<file path="src/rtl/reg_bus_arbiter.sv">
// reg_bus_arbiter: serialises a buffered strobe port (port0, priority) and a req/done port (port1) onto one register-file target bus.
module reg_bus_arbiter #(
  parameter int AW     = 7,
  parameter int DW     = 8,
  parameter int RD_LAT = 1
) (
  input  logic          clk,
  input  logic          reset,
  input  logic          p0_we,
  input  logic          p0_re,
  input  logic [AW-1:0] p0_addr,
  input  logic [DW-1:0] p0_wd,
  output logic [DW-1:0] p0_rd,
  output logic          p0_overrun,
  input  logic          p1_req,
  input  logic          p1_we,
  input  logic [AW-1:0] p1_addr,
  input  logic [DW-1:0] p1_wd,
  output logic          p1_done,
  output logic [DW-1:0] p1_rd,
  output logic          tgt_we,
  output logic          tgt_re,
  output logic [AW-1:0] tgt_addr,
  output logic [DW-1:0] tgt_wd,
  input  logic [DW-1:0] tgt_rd
);
  typedef enum logic [1:0] {IDLE, ISSUE, WAIT} state_t;
  state_t        state_q, state_d;
  logic [2:0]    cnt_q, cnt_d;
  logic          sel_q, we_q, wdone_q, ovr_q;
  logic [AW-1:0] tgt_addr_q, slot_addr_q;
  logic [DW-1:0] tgt_wd_q, slot_wd_q, p0_rd_q, p1_rd_q;
  logic          slot_full_q, slot_we_q;
  logic          strobe, take0, take1, room, cap;
  // Port1 is held off while a port0 strobe lands and during its own write-done cycle.
  always_comb begin
    strobe  = p0_we | p0_re;
    take0   = state_q == IDLE && slot_full_q;
    take1   = state_q == IDLE && !slot_full_q && !strobe && p1_req && !wdone_q;
    room    = !slot_full_q || take0;
    cap     = !reset && state_q == WAIT && cnt_q == 3'd1;
    state_d = (take0 || take1) ? ISSUE :
              state_q == ISSUE ? (we_q ? IDLE : WAIT) :
              cap ? IDLE : state_q;
    cnt_d   = state_q == ISSUE ? 3'(RD_LAT) : state_q == WAIT ? cnt_q - 3'd1 : cnt_q;
  end
  always_ff @(posedge clk) begin
    if (reset) begin
      state_q     <= IDLE;
      cnt_q       <= '0;
      sel_q       <= 1'b0;
      we_q        <= 1'b0;
      wdone_q     <= 1'b0;
      ovr_q       <= 1'b0;
      tgt_addr_q  <= '0;
      tgt_wd_q    <= '0;
      p0_rd_q     <= '0;
      p1_rd_q     <= '0;
      slot_full_q <= 1'b0;
      slot_we_q   <= 1'b0;
      slot_addr_q <= '0;
      slot_wd_q   <= '0;
    end else begin
      state_q <= state_d;
      cnt_q   <= cnt_d;
      wdone_q <= state_q == ISSUE && we_q && sel_q;
      if (take0 || take1) begin
        sel_q      <= take1;
        we_q       <= take0 ? slot_we_q : p1_we;
        tgt_addr_q <= take0 ? slot_addr_q : p1_addr;
        tgt_wd_q   <= take0 ? slot_wd_q : p1_wd;
      end
      if (cap && !sel_q) p0_rd_q <= tgt_rd;
      if (cap && sel_q) p1_rd_q <= tgt_rd;
      if (strobe && room) begin
        slot_full_q <= 1'b1;
        slot_we_q   <= p0_we;
        slot_addr_q <= p0_addr;
        slot_wd_q   <= p0_wd;
      end else if (take0) begin
        slot_full_q <= 1'b0;
      end
      if (strobe && !room) ovr_q <= 1'b1;
    end
  end
  assign tgt_we     = !reset && state_q == ISSUE && we_q;
  assign tgt_re     = !reset && state_q == ISSUE && !we_q;
  assign tgt_addr   = tgt_addr_q;
  assign tgt_wd     = tgt_wd_q;
  assign p1_done    = !reset && (wdone_q || (cap && sel_q));
  assign p0_rd      = (cap && !sel_q) ? tgt_rd : p0_rd_q;
  assign p1_rd      = (cap && sel_q) ? tgt_rd : p1_rd_q;
  assign p0_overrun = ovr_q;
endmodule

</file>
<file path="config.mk">
export PLATFORM = sky130hd
export DESIGN_NAME = reg_bus_arbiter
export DESIGN_NICKNAME = d
export VERILOG_FILES = /design/src/rtl/reg_bus_arbiter.sv
export SDC_FILE = /design/constraint.sdc
export NUM_CORES = 1
export LEC_CHECK = 0
export ABC_AREA = 0
export BUFFER_PORTS_ARGS = -buffer_cell sky130_fd_sc_hd__buf_4
export CORE_ASPECT_RATIO = 0.9
export CORE_MARGIN = 8
export CORE_UTILIZATION = 35
export CTS_CLUSTER_SIZE = 30
export DETAILED_ROUTE_END_ITERATION = 10
export PLACE_DENSITY = 0.67
export SYNTH_ARGS = -nofsm -noshare
export SYNTH_HDL_FRONTEND = slang
export SYNTH_SLANG_ARGS = --single-unit
</file>
<file path="constraint.sdc">
create_clock -name clk -period 1.9 [get_ports clk]
set_clock_uncertainty 0.05 [all_clocks]
set_input_delay 0.285 -clock clk [delete_from_list [all_inputs] [get_ports clk]]
set_output_delay 0.285 -clock clk [all_outputs]
set_load 0.005 [all_outputs]
</file>
==> results of run 1 <==
final cells by class:
cell class                 instances  area share, %
tap                               96          3.021
clock buffer                      13          4.248
inverter                           7         0.6608
sequential                        57          28.82
timing repair buffer             110          23.29
multi-input combinational        224          39.65
clock inverter                     2         0.3147
flip-flops by register name, indices dropped and copies added (netlist names):
register and cells:
sel_q 1, p1_rd_q 8, wdone_q 1, tgt_addr 7, p0_overrun 1, slot_addr_q 7, state_q 2, tgt_wd 8
p0_rd_q 8, slot_wd_q 8, cnt_q 3, slot_we_q 1, slot_full_q 1, we_q 1
layout by cell type (no fill, tap or decap), types with 2 or more instances in the layout:
cell      instances
mux2i_1           8
inv_1             3
nor2_1           11
a21oi_1          28
dfxtp_1          53
a31oi_1          18
o21ai_0           7
nor2b_1          18
ha_4              3
nand4_1          16
dfxtp_2           4
buf_6            20
o221ai_1         16
buf_12            2
buf_4            88
inv_2             4
nand3_1          16
o21ai_1          10
nand2_1          34
clkbuf_8         12
mux2_4           16
metal layers:
metal / vias to the layer above / track usage (%)
li1: 1337 / -
met1: 1288 / 18.63
met4: 0 / 8.299
met2: 48 / 24.79
met3: 12 / 2.947
met5: - / 0
worst min path at each step:
stage	end	start	depth (start not counted)	slack (ps)
finish	tgt_wd[6]$_SDFFE_PP0P_	p1_wd[6]	3	150
global route	tgt_addr[3]$_SDFFE_PP0P_	p1_addr[3]	3	160
CTS	tgt_addr[3]$_SDFFE_PP0P_	p1_addr[3]	3	140
detailed placement	p1_rd_q[4]$_SDFF_PP0_	p1_rd_q[4]$_SDFF_PP0_	2	400
global placement	p1_rd_q[6]$_SDFF_PP0_	p1_rd_q[6]$_SDFF_PP0_	2	400
floorplan	p1_rd_q[0]$_SDFF_PP0_	tgt_rd[0]	2	370
what timing repair did:
action	in CTS	in global routing
cloned	1	0
hold buffers	0	0
pin swaps	3	1
buffers inserted	4	1
resized for setup	38	3
endpoints found under the setup margin	19	19
power by group:
| group | total, W | internal (W) | switching (W) |
|---|---|---|---|
| combinational | 0.000597 | 0.000296 | 0.000301 |
| clock | 0.00104 | 0.000571 | 0.000473 |
| sequential | 0.00133 | 0.00127 | 0.0000547 |
cells by family (layout without fill, tap and decap cells):
group | Yosys count | count (layout) | share of synthesized area [%]
flops | 57 | 57 | 41.30
buf+inv | 37 | 132 | 5.616
compound gates | 83 | 83 | 18.34
xor+xnor | 1 | 1 | 0.3171
mux | 24 | 24 | 10.51
simple gates | 111 | 111 | 21.65
fa+ha+maj | 5 | 5 | 2.264
through the flow:
step	instances	hold WS [ps]	setup TNS (ps)	area [um2]	power (W)
detailed placement	488	402.2	-1905	3602	0.001911
global route	509	156.6	-7384	3976	0.003131
floorplan	318	371.0	-390.5	2789	0.001641
finish	509	149.0	-6613	3976	0.002968
global placement	488	398.3	-1443	3602	0.001896
CTS	508	135.9	-6656	3959	0.002985
worst register-to-register path: stages, from the launching register on:
cell and delay, ps:
dfxtp_2 320, inv_2 80, ha_4 150, buf_4 100
buf_4 110, nor4bb_2 190, buf_4 240, mux2i_1 220
nor2_1 50
==> impl_metrics.env, run 1 <==
export IMPL_status="finished with violations"
export IMPL_violations="negative setup slack"
export IMPL_crit_end="p1_rd[5]"
export IMPL_wl_met2_mm=4.099
export IMPL_rsz0062_at_grt="yes"
export IMPL_yosys_top_cells_area="dfxtp_1, a21oi_1, o221ai_1"
export IMPL_drt_initial_drc_count=123
export IMPL_cts_root_buf="clkbuf_8"
export IMPL_synth_largest_area_cell="dfxtp_1"
export IMPL_post_drt_wl_per_cell_um=16.04
export IMPL_cts_inserted_buffers=9
export IMPL_wl_mm=8.162
export IMPL_die_h_um=100.3
export IMPL_top_layer_used="met4"
export IMPL_cp_cell_sequence="inv_2 > ha_4 > nand2_4 > or4b_4 > buf_6 > mux2_4 > buf_6"
export IMPL_rows=30
export IMPL_period_minus_slack_ps=2345
export IMPL_crit_type="reg2out"
export IMPL_synthFlopType="dfxtp_1"
export IMPL_vdd_drop_max_v=0.0005275
export IMPL_crit_slowest_cell="or4b_4"
export IMPL_fmax_ghz=0.4265
export IMPL_fin_crit_sh_pct=123.4
export IMPL_ys_types=38
export IMPL_grt_ovfl_total=0
export IMPL_relSlewSlack_pct=58.16
export IMPL_path_depth=7
export IMPL_coreArea_um2=7582
export IMPL_cts_tree="yes"
export IMPL_via_per_inst=5.275
export IMPL_drive_above_1_share_pct=38.98
export IMPL_dieArea_um2=11000
export IMPL_r2r_start="cnt_q[1]$_SDFFE_PP0N_"
export IMPL_timing_rr_end="p0_rd_q[6]$_SDFF_PP0_"
export IMPL_synth_most_common_cell="dfxtp_1"
export IMPL_clockBufferDepth=2
export IMPL_crit_buf_inv=3
export IMPL_ys_ff_latch=57
export IMPL_startpoint="cnt_q[1]$_SDFFE_PP0N_"
export IMPL_ant_nets=0
export IMPL_synth_edff_count=0
export IMPL_setup_viol=17
export IMPL_synthTopCellsByCount="dfxtp_1, nand2_1, a21oi_1, clkbuf_1"
export IMPL_maxCapViolCount=0
export IMPL_synth_nets=367
export IMPL_hold_viol=0
export IMPL_crit_arrival_ps=2010
export IMPL_hold_class="in2reg"
export IMPL_start_util_pct=36.44
export IMPL_n_fill_cell=685
export IMPL_cp_max_fo=5
export IMPL_worst_pin_slew_ps=627.5
export IMPL_grt_max_degree=41
export IMPL_multi_input_area_um2=1577
export IMPL_power_leakage_nw=1.596
export IMPL_io_pins=79
export IMPL_dr_pass1_iters=4
export IMPL_dr_wl_met3_um=295
export IMPL_num_vias=2685
export IMPL_preCtsSetupSlack_ps=-231.1
export IMPL_antennaDiodeCount=0
export IMPL_synth_top_area_share_pct=41.30
export IMPL_grt_pass1_vias=2665
export IMPL_antenna_found_initial=0
export IMPL_fin_nets=458
export IMPL_crit_path_start_kind="register"
export IMPL_portBuffers=78
export IMPL_required_ps=1560
export IMPL_netlist_area_um2=2763
export IMPL_clk_pin_slew_worst_paths_ps=60
export IMPL_place_gp_congestion=0.7103
export IMPL_reg2regPathDepth=8
export IMPL_drv_slew=0
export IMPL_fin_ws_ps=-444.9
export IMPL_critical_path_top_delay_family="simple AND/OR/NAND/NOR gates"
export IMPL_crit_top_cell="buf_6"
export IMPL_htreeDepth=3
export IMPL_p_per_area_nw_per_um2=746.5
export IMPL_rrSetupSlack_ps=270
export IMPL_endpoint_kind="output pin"
export IMPL_yosysWarnings=0
export IMPL_die_w_um=109.7
export IMPL_drc=0
export IMPL_utilization_pct=52.44
export IMPL_synthArstFlopShare_pct=0
export IMPL_track_usage_pct=15.33
export IMPL_synth_cells=318
export IMPL_clock_latency_ps=330
export IMPL_syn_to_final_growth_pct=43.93
export IMPL_seq_area_um2=1146
export IMPL_avgSynthCellArea_um2=8.688
export IMPL_met1_length_mm=3.598
export IMPL_numClockSinks=57
export IMPL_hpwl_mm=5.587
export IMPL_ys_seq_area_share_pct=41.30
export IMPL_grt_pass1_wl_mm=13.34
export IMPL_slowest_delay_ps=500
(Power assumes the default switching activity.)
==> inputs of run 2 (changes only) <==
Settings changed: PLACE_DENSITY 0.67 to not set.
==> run 2 against run 1 <==
The run still ends with negative setup slack left; non-clock buffer count fell by 1; core utilization is 0.083 points higher; sequential power is essentially flat; sequential share of layout area is essentially flat; register-to-register slack about the same; power increased by 2.7%; final cell count decreased by 0.20%; largest cell class unchanged.
==> impl_metrics.env, run 2 (synthesized netlist as in run 1, its figures left out) <==
export IMPL_cp_cell_sequence="inv_2 > ha_4 > nand2_4 > or4b_4 > buf_6 > mux2_4 > buf_6"
export IMPL_hold_start="p1_wd[4]"
export IMPL_final_cell_mix="buf_4, dfxtp_1, nand2_1"
export IMPL_start_util_pct=36.44
export IMPL_slowest_delay_ps=510
export IMPL_n_fill_cell=718
export IMPL_num_vias=2692
export IMPL_crit_arrival_ps=2010
export IMPL_grt_ovfl_total=0
export IMPL_syn_to_final_growth_pct=44.16
export IMPL_fmax_ghz=0.4267
export IMPL_final_area_um2=3983
export IMPL_endpoint_kind="output pin"
export IMPL_clkPwrFrac_pct=37.0
export IMPL_swShare_pct=26.78
export IMPL_portBuffers=78
export IMPL_power_leakage_nw=1.600
export IMPL_track_usage_pct=15.05
export IMPL_power_total_w=0.003050
export IMPL_vdd_drop_max_v=0.0004651
export IMPL_relSlewSlack_pct=60.18
export IMPL_rows=30
export IMPL_crit_slowest_cell="or4b_4"
export IMPL_crit_top_cell="buf_6"
export IMPL_cp_max_fo=5
export IMPL_cts_tree="yes"
export IMPL_clockBufferDepth=2
export IMPL_violations="negative setup slack"
export IMPL_clk_pin_slew_worst_paths_ps=70
export IMPL_crit_buf_inv=3
export IMPL_post_drt_wl_per_cell_um=15.96
export IMPL_ant_nets=0
export IMPL_place_gp_congestion=0.7594
export IMPL_setup_viol=17
export IMPL_maxCapViolCount=0
export IMPL_htreeDepth=3
export IMPL_antenna_found_initial=0
export IMPL_grt_pass1_vias=2678
export IMPL_p_comb_share_pct=19.6
export IMPL_worst_pin_slew_ps=597.3
export IMPL_die_h_um=100.3
export IMPL_dieArea_um2=11000
export IMPL_period_minus_slack_ps=2344
export IMPL_via_per_inst=5.299
export IMPL_wl_mm=8.110
export IMPL_cts_inserted_buffers=9
export IMPL_fin_ws_ps=-443.7
export IMPL_tns_ps=-6633
export IMPL_grt_max_degree=36
export IMPL_fin_crit_sh_pct=123.4
export IMPL_whs_ps=151.2
export IMPL_drv_slew=0
export IMPL_fin_nets=457
export IMPL_p_seq_share_pct=43.4
export IMPL_io_pins=79
export IMPL_p_int_w=0.002233
export IMPL_critical_path_top_delay_family="simple AND/OR/NAND/NOR gates"
export IMPL_switching_power_w=0.0008168
export IMPL_hold_viol=0
export IMPL_crit_type="reg2out"
export IMPL_coreArea_um2=7582
export IMPL_numClockSinks=57
export IMPL_startpoint="cnt_q[1]$_SDFFE_PP0N_"
export IMPL_placed_area_um2=3587
export IMPL_required_ps=1560
export IMPL_hold_class="in2reg"
export IMPL_dr_pass1_iters=4
export IMPL_drt_initial_drc_count=110
export IMPL_hpwl_mm=5.707
export IMPL_rsz0062_at_grt="yes"
export IMPL_r2r_start="state_q[0]$_SDFFE_PP0P_"
export IMPL_utilization_pct=52.52
export IMPL_status="finished with violations"
export IMPL_antennaDiodeCount=0
export IMPL_die_w_um=109.7
export IMPL_multi_input_area_um2=1577
export IMPL_cts_root_buf="clkbuf_8"
export IMPL_grt_pass1_wl_mm=13.22
export IMPL_drc=0
export IMPL_layout_commonest_cell="buf_4"
export IMPL_drive_above_1_share_pct=38.59
export IMPL_clock_latency_ps=330
export IMPL_seq_area_um2=1146
export IMPL_crit_path_start_kind="register"
export IMPL_p_per_area_nw_per_um2=765.8
export IMPL_ctsHoldBuffers=0
[run 2: changes by cell type in the layout (fill, tap and decap cells not counted)]
cell        before  now
buf_4           88   87
bufinv_16        0    1
clkbuf_8        12   11
clkinv_2         1    2
clkinvlp_4       1    0
inv_1            3    4
inv_2            4    3
[run 2: tightest hold or removal path, cell delays in order]
cell,delay (ps)
buf_4,70
nand4_1,70
o221ai_1,70
[run 2: metrics by stage]
step,setup WS (ps),instances
final,-443.7,508
after global routing,-504.5,508
after CTS,-456.4,506
after detailed placement,-228.1,486
after global placement,-184.6,486
after floorplan,-48.81,318
[run 2: path summary, 6_finish.rpt]
| path | endpoint | slack, ps | depth (start not counted) |
|---|---|---|---|
| worst min register to register | p1_rd_q[0]$_SDFF_PP0_ | 420 | 2 |
| worst min-delay path | tgt_wd[4]$_SDFFE_PP0P_ | 150 | 3 |
| worst max register to register | tgt_addr[4]$_SDFFE_PP0P_ | 260 | 8 |
| worst max-delay path | p1_rd[1] | -440 | 7 |
[run 2: per-layer routing]
layer / wire length [um] / vias up / track usage, %
met3: 416 / 8 / 5.125
met1: 3553 / 1294 / 18.59
met2: 4038 / 55 / 23.63
li1: - / 1335 / -
met4: 101 / 0 / 5.290
met5: 0 / - / 0
[run 2: cell type report]
| class | count | share of cell area, % |
|---|---|---|
| well taps | 96 | 3.016 |
| multi-input cells | 224 | 39.59 |
| repair buffers | 109 | 23.06 |
| clock inverters | 3 | 1.005 |
| clock buffers | 12 | 3.896 |
| inverters | 7 | 0.6598 |
| flip-flops and latches | 57 | 28.78 |
[run 2: power groups by stage]
stage | combinational (W) | clock, W | sequential, W
finish | 0.000597 | 0.00113 | 0.00133
global placement | 0.000549 | 0 | 0.00135
floorplan | 0.000300 | 0 | 0.00134
CTS | 0.000589 | 0.00116 | 0.00132
global route | 0.000664 | 0.00121 | 0.00133
detailed placement | 0.000557 | 0 | 0.00135
[run 2: timing repair]
action | CTS | global route
cloned | 1 | 0
resized for setup | 37 | 3
pin swaps | 4 | 0
setup endpoints to repair | 19 | 19
buffers inserted | 4 | 2
